## src/rtl/rs_mult_issue_sched_pkg.sv

```systemverilog
// Shared types and defaults for the MULT issue scheduler: function-unit encoding,
// multiplier geometry defaults and the scheduler state encoding.
package rs_mult_issue_sched_pkg;

    typedef enum logic [1:0] {
        ALU    = 2'd0,
        MULT   = 2'd1,
        LSU    = 2'd2,
        BRANCH = 2'd3
    } func_unit_t;

    localparam int DEF_MULT_LAT  = 4;
    localparam int DEF_OUT_DEPTH = 2;

    localparam logic [1:0] ST_IDLE  = 2'd0;
    localparam logic [1:0] ST_BUSY  = 2'd1;
    localparam logic [1:0] ST_STALL = 2'd2;

    function automatic logic is_mult(input func_unit_t f);
        return f == MULT;
    endfunction

endpackage

```

## src/rtl/rs_mult_issue_sched_pick_sel.sv

```systemverilog
// One-hot priority pick: first set candidate at or after 'offset', wrapping to 0.
// An offset of zero gives plain lowest-index priority.
module mult_pick_sel #(
    parameter  int N  = 16,
    localparam int IW = $clog2(N)
) (
    input  logic [N-1:0]  cand,
    input  logic [IW-1:0] offset,
    output logic [N-1:0]  gnt,
    output logic [IW-1:0] idx
);

    int   pos;
    logic found;

    always_comb begin
        gnt   = '0;
        idx   = '0;
        found = 1'b0;
        pos   = 0;
        for (int k = 0; k < N; k++) begin
            pos = (int'(offset) + k) % N;
            if (!found && cand[pos]) begin
                found    = 1'b1;
                gnt[pos] = 1'b1;
                idx      = IW'(pos);
            end
        end
    end

endmodule

```

## src/rtl/rs_mult_issue_sched.sv

```systemverilog
// Issue scheduler for the shared pipelined multiplier: picks one ready MULT slot per
// cycle and tracks pipe/result-buffer occupancy. Define MULT_RR_EN for round-robin pick.
module rs_mult_issue_sched
    import rs_mult_issue_sched_pkg::*;
#(
    parameter  int RS_SIZE   = 16,
    parameter  int MULT_LAT  = DEF_MULT_LAT,
    parameter  int OUT_DEPTH = DEF_OUT_DEPTH,
    localparam int IW        = $clog2(RS_SIZE),
    localparam int FW        = $clog2(MULT_LAT + OUT_DEPTH + 1),
    localparam int CW        = $clog2(OUT_DEPTH + 1)
) (
    input  logic                       clock,
    input  logic                       reset_n,
    input  logic       [RS_SIZE-1:0]   req,
    input  func_unit_t [RS_SIZE-1:0]   func_in,
    input  logic                       squash,
    input  logic                       cdb_mult_ack,
    output logic       [RS_SIZE-1:0]   mult_gnt,
    output logic                       mult_issue_valid,
    output logic       [IW-1:0]        mult_issue_idx,
    output logic                       mult_pipe_en,
    output logic                       mult_out_valid,
    output logic       [FW-1:0]        mult_inflight,
    output logic       [1:0]           mult_state
);

    logic [RS_SIZE-1:0]  cand;
    logic [RS_SIZE-1:0]  pick_gnt;
    logic [IW-1:0]       pick_idx;
    logic [IW-1:0]       rr_off;
    logic [MULT_LAT-1:0] stage_q, stage_d;
    logic [CW-1:0]       buf_cnt_q, buf_cnt_d;
    logic [1:0]          state_q, state_d;
    logic [FW-1:0]       inflight_d;
    logic                buf_full, push, pop;

    function automatic logic [FW-1:0] occupancy(input logic [MULT_LAT-1:0] sv,
                                                input logic [CW-1:0]       cnt);
        logic [FW-1:0] sum;
        sum = FW'(cnt);
        for (int i = 0; i < MULT_LAT; i++) sum = sum + FW'(sv[i]);
        return sum;
    endfunction

    always_comb begin
        cand = '0;
        for (int i = 0; i < RS_SIZE; i++) cand[i] = req[i] & is_mult(func_in[i]);
    end

`ifdef MULT_RR_EN
    logic [IW-1:0] rr_ptr_q, rr_ptr_d;

    always_comb begin
        rr_ptr_d = rr_ptr_q;
        if (mult_issue_valid)
            rr_ptr_d = (pick_idx == IW'(RS_SIZE - 1)) ? '0 : pick_idx + IW'(1);
    end

    always_ff @(posedge clock or negedge reset_n) begin
        if (!reset_n) rr_ptr_q <= '0;
        else          rr_ptr_q <= rr_ptr_d;
    end

    assign rr_off = rr_ptr_q;
`else
    assign rr_off = '0;
`endif

    mult_pick_sel #(.N(RS_SIZE)) u_pick (
        .cand   (cand),
        .offset (rr_off),
        .gnt    (pick_gnt),
        .idx    (pick_idx)
    );

    // The whole pipe freezes only when the last stage has nowhere to go.
    assign buf_full         = (buf_cnt_q == CW'(OUT_DEPTH));
    assign mult_pipe_en     = ~(stage_q[MULT_LAT-1] & buf_full & ~cdb_mult_ack);
    assign mult_issue_valid = (|cand) & mult_pipe_en & ~squash;
    assign mult_gnt         = mult_issue_valid ? pick_gnt : '0;
    assign mult_issue_idx   = mult_issue_valid ? pick_idx : '0;
    assign mult_out_valid   = (buf_cnt_q != '0);
    assign mult_inflight    = occupancy(stage_q, buf_cnt_q);
    assign mult_state       = state_q;
    assign push             = stage_q[MULT_LAT-1] & mult_pipe_en;
    assign pop              = cdb_mult_ack & mult_out_valid;

    always_comb begin
        stage_d   = stage_q;
        buf_cnt_d = buf_cnt_q;
        if (squash) begin
            stage_d   = '0;
            buf_cnt_d = '0;
        end else begin
            if (mult_pipe_en) stage_d = {stage_q[MULT_LAT-2:0], mult_issue_valid};
            if (push && !pop)      buf_cnt_d = buf_cnt_q + CW'(1);
            else if (pop && !push) buf_cnt_d = buf_cnt_q - CW'(1);
        end
    end

    // State follows next-cycle occupancy: STALL means the pipe freezes unless acked.
    assign inflight_d = occupancy(stage_d, buf_cnt_d);

    always_comb begin
        state_d = ST_BUSY;
        if (squash || inflight_d == '0)
            state_d = ST_IDLE;
        else if (stage_d[MULT_LAT-1] && buf_cnt_d == CW'(OUT_DEPTH))
            state_d = ST_STALL;
    end

    always_ff @(posedge clock or negedge reset_n) begin
        if (!reset_n) begin
            stage_q   <= '0;
            buf_cnt_q <= '0;
            state_q   <= ST_IDLE;
        end else begin
            stage_q   <= stage_d;
            buf_cnt_q <= buf_cnt_d;
            state_q   <= state_d;
        end
    end

endmodule
```

## config.mk

```make
export PLATFORM = sky130hd
export DESIGN_NAME = rs_mult_issue_sched
export DESIGN_NICKNAME = d
export VERILOG_FILES = /design/src/rtl/rs_mult_issue_sched_pkg.sv /design/src/rtl/rs_mult_issue_sched_pick_sel.sv /design/src/rtl/rs_mult_issue_sched.sv
export SDC_FILE = /design/constraint.sdc
export NUM_CORES = 1
export LEC_CHECK = 0
export BUFFER_PORTS_ARGS = -buffer_cell sky130_fd_sc_hd__clkbuf_2
export CAP_MARGIN = 20
export CELL_PAD_IN_SITES_DETAIL_PLACEMENT = 1
export CELL_PAD_IN_SITES_GLOBAL_PLACEMENT = 1
export CORE_AREA = 4 4 116 118
export DETAILED_ROUTE_END_ITERATION = 10
export DIE_AREA = 0 0 120 122
export GPL_ROUTABILITY_DRIVEN = 0
export PLACE_DENSITY = 0.8
export SYNTH_ARGS = -nofsm -noshare
export SYNTH_HDL_FRONTEND = slang
export SYNTH_HIERARCHICAL = 1
export SYNTH_SLANG_ARGS = --single-unit
```

## constraint.sdc

```tcl
create_clock -name clock -period 4.3 [get_ports clock]
set_input_delay 0.215 -clock clock [delete_from_list [all_inputs] [get_ports clock]]
set_output_delay 0.215 -clock clock [all_outputs]
set_load 0.01 [all_outputs]
```

==> reports/metrics.yaml <==
status: "finished, final reports clean"
r2r_start: "buf_cnt_q[0]"
numCtsBuffers: 3
setup-violations-final: 0
drt_pass1_iterations: 10
cp_max_fo: 8
post_cts_buffers: 0
ctsHtreeMaxLevel: 1
route.detailed.wl_per_inst_um: 26.21
drive_gt1_share_pct: 22.12
crit_path_end: "mult_gnt[6]"
start_util_pct: 43.33
synth-edff-count: 0
drt_iter0_drc: 1022
portBuffers: 79
drc: 0
io_pins: 80
worstRegToRegCells: 13
ir_worst_vdd_mv: 0.2582
mostFrequentLayoutCells: "clkbuf_2 (79), nand2_1 (72), a21oi_1 (47)"
ant_nets: 0
fin_setup_tns_ns: 0
dp_hpwl_mm: 18.44
critPathCaptureType: "output pin"
hp-class: "in -> reg"
yosysSeqAreaShare_pct: 3.706
gr-usage-all-layers_pct: 33.70
fin_crit_ns: 4.086
wl_met3_mm: 2.502
min_period_over_period_pct: 95.03
fin_cells: 954
async_flop_share_pct: 100.0
grt_pass1_vias: 7096
grt_max_degree: 44
reg2reg_to: "mult_state[0]"
cts_tree: "built"
ys_warn_count: 6
antenna_cells: 0
rrSetupSlack_ns: 0.27
tightestPinTransition_ns: 1.443
critPathLaunch: "func_in[3]"
slew_headroom_pct: 2.453
clock_path_buffers: 2
clk_latency_ns: 0.24
antenna_found_initial: 0
coreArea_mm2: 0.01247
die_height_um: 122
min_path_cells: 2
clock_skew_ns: 0.006665
row_count: 41
cp.required_ns: 4.09
clock.fmax_mhz: 244.7
wl_met2_mm: 11.38
vias_per_cell: 7.296
critPathKind: "in -> out"
dp_cells: 950
maxCapViolations: 0
finalMaxSlewViolations: 0
top_layer: "met4"
clkSlewWorstSetupHoldPaths_ns: 0.04
synth_ff_type: "dfrtp_1"
leakage_uw: 0.002482
ys_types: 86
powerDensity_mw_per_mm2: 212.8
ys_ff_latch: 8
finalNetCount: 857
grt_pass1_wl_mm: 39.36
syn2layout_area_growth_pct: 12.49
arrival_ns: 3.87
die_w_um: 120
root_buffer: "clkbuf_16"
syn_area_mm2: 0.005401
vias: 6960
final_common_cell: "clkbuf_2"
syn_avg_cell_area_um2: 7.544
rsz0062_at_grt: "false"
synth_cells: 716
routed_wl_mm: 25.01
dieArea_mm2: 0.01464
final-hold-violation-count: 0
clock_sinks: 8
wl_met1_mm: 9.261
grt_overflow: 0
cp-start-kind: "input pin"
synth_stat cells (all sizes together), types with 10 or more instances:
cell type   n  area, um2
nor4       15      157.7
inv        40      150.1
mux2i      13      142.6
o21ai      10      50.05
nand3      42      210.2
xnor2      10      87.58
o221ai     10      87.58
nand4      12      81.33
o211ai     12      90.09
nor3b      23      177.7
nand3b     16      120.1
nand2b     11      68.82
a211oi     11      87.58
o22ai      11      75.07
and3       14      87.58
nor3       16      91.34
nor2       47      176.4
ha         15      187.7
nor4b      10      130.1
a31oi      13      81.33
mux4       34      765.7
nand2      72      270.3
clkbuf     37      138.9
a21oi      47      235.2
buf        24      153.9
how the worst min path moves through the flow:
stage,endpoint,slack (ns),from
global route,stage_q[1],0.39,reset_n
finish,stage_q[2],0.38,squash
detailed placement,stage_q[2],0.07,reset_n
CTS,stage_q[0],0.37,reset_n
global placement,mult_state[0],0.06,reset_n
floorplan,buf_cnt_q[0],-0.08,reset_n
metrics by stage:
| step | power, uW | utilization [%] | worst slack (ns) | cell area, um2 | hold slack (ns) |
|---|---|---|---|---|---|
| finish | 1293 | 48.74 | 0.2136 | 6076 | 0.3807 |
| global route | 1360 | 48.74 | 0.03800 | 6076 | 0.3891 |
| CTS | 1175 | 48.65 | 0.2431 | 6065 | 0.3671 |
| detailed placement | 992.3 | 47.97 | 0.2558 | 5979 | 0.06702 |
| global placement | 963.5 | 47.97 | 0.3630 | 5979 | 0.05970 |
| floorplan | 779.6 | - | 0.6901 | 5480 | -0.08059 |
per-layer routing:
layer	vias to the layer above	global-route usage (%)
met5	-	0
met4	0	21.98
met3	162	3.760
met2	571	55.15
met1	3295	42.14
li1	2932	-
critical path, cell delays in order:
cell and delay [ns]:
clkbuf_2 0.07, nand3b_1 0.16, inv_1 0.15, mux4_2 0.31
nor4b_2 0.63, or4_1 0.42, nor4_4 0.11, and3_1 0.22
and3_1 0.20, a221o_1 0.26, or4_1 0.55, a211o_1 0.28
nor3b_1 0.13, clkbuf_2 0.16
cells by family (layout without fill, tap and decap cells):
family | Yosys count | in the layout | share of synthesized area [%]
compound gates | 203 | 203 | 28.10
xor+xnor | 14 | 14 | 2.270
fa+ha+maj | 21 | 21 | 5.698
buf+inv | 103 | 148 | 8.339
flops | 8 | 8 | 3.706
mux | 53 | 53 | 18.14
other cells | 1 | 22 | 0.06943
simple gates | 313 | 313 | 33.68
state kept, by name, summed over array words and instances, names as in the netlist:
name / flops
buf_cnt_q: 2
mult_state: 2
stage_q: 4
area by class of cell:
cell class	count	area [um2]
Inverter	42	157.7
Tap cell	172	215.2
Multi-Input combinational cell	626	4850
Sequential cell	8	200.2
Fill cell	1597	6390
Timing Repair Buffer	103	578.1
Clock buffer	3	75.07
power by group:
part	switching, uW	total (uW)	internal, uW	leakage [uW]
sequential	12.9	97.3	84.4	0.000106
clock	41.7	162	120	0.0000370
combinational	657	1030	377	0.00234
total	711	1290	581	0.00248
repair_timing:
action                                  in CTS  in global routing
gates resized for setup                      0                  3
endpoints found under the setup margin       0                  1
endpoints found under the hold margin        8                  0
hold buffers                                 1                  0
Note: power is estimated with default switching activity, not from simulation.
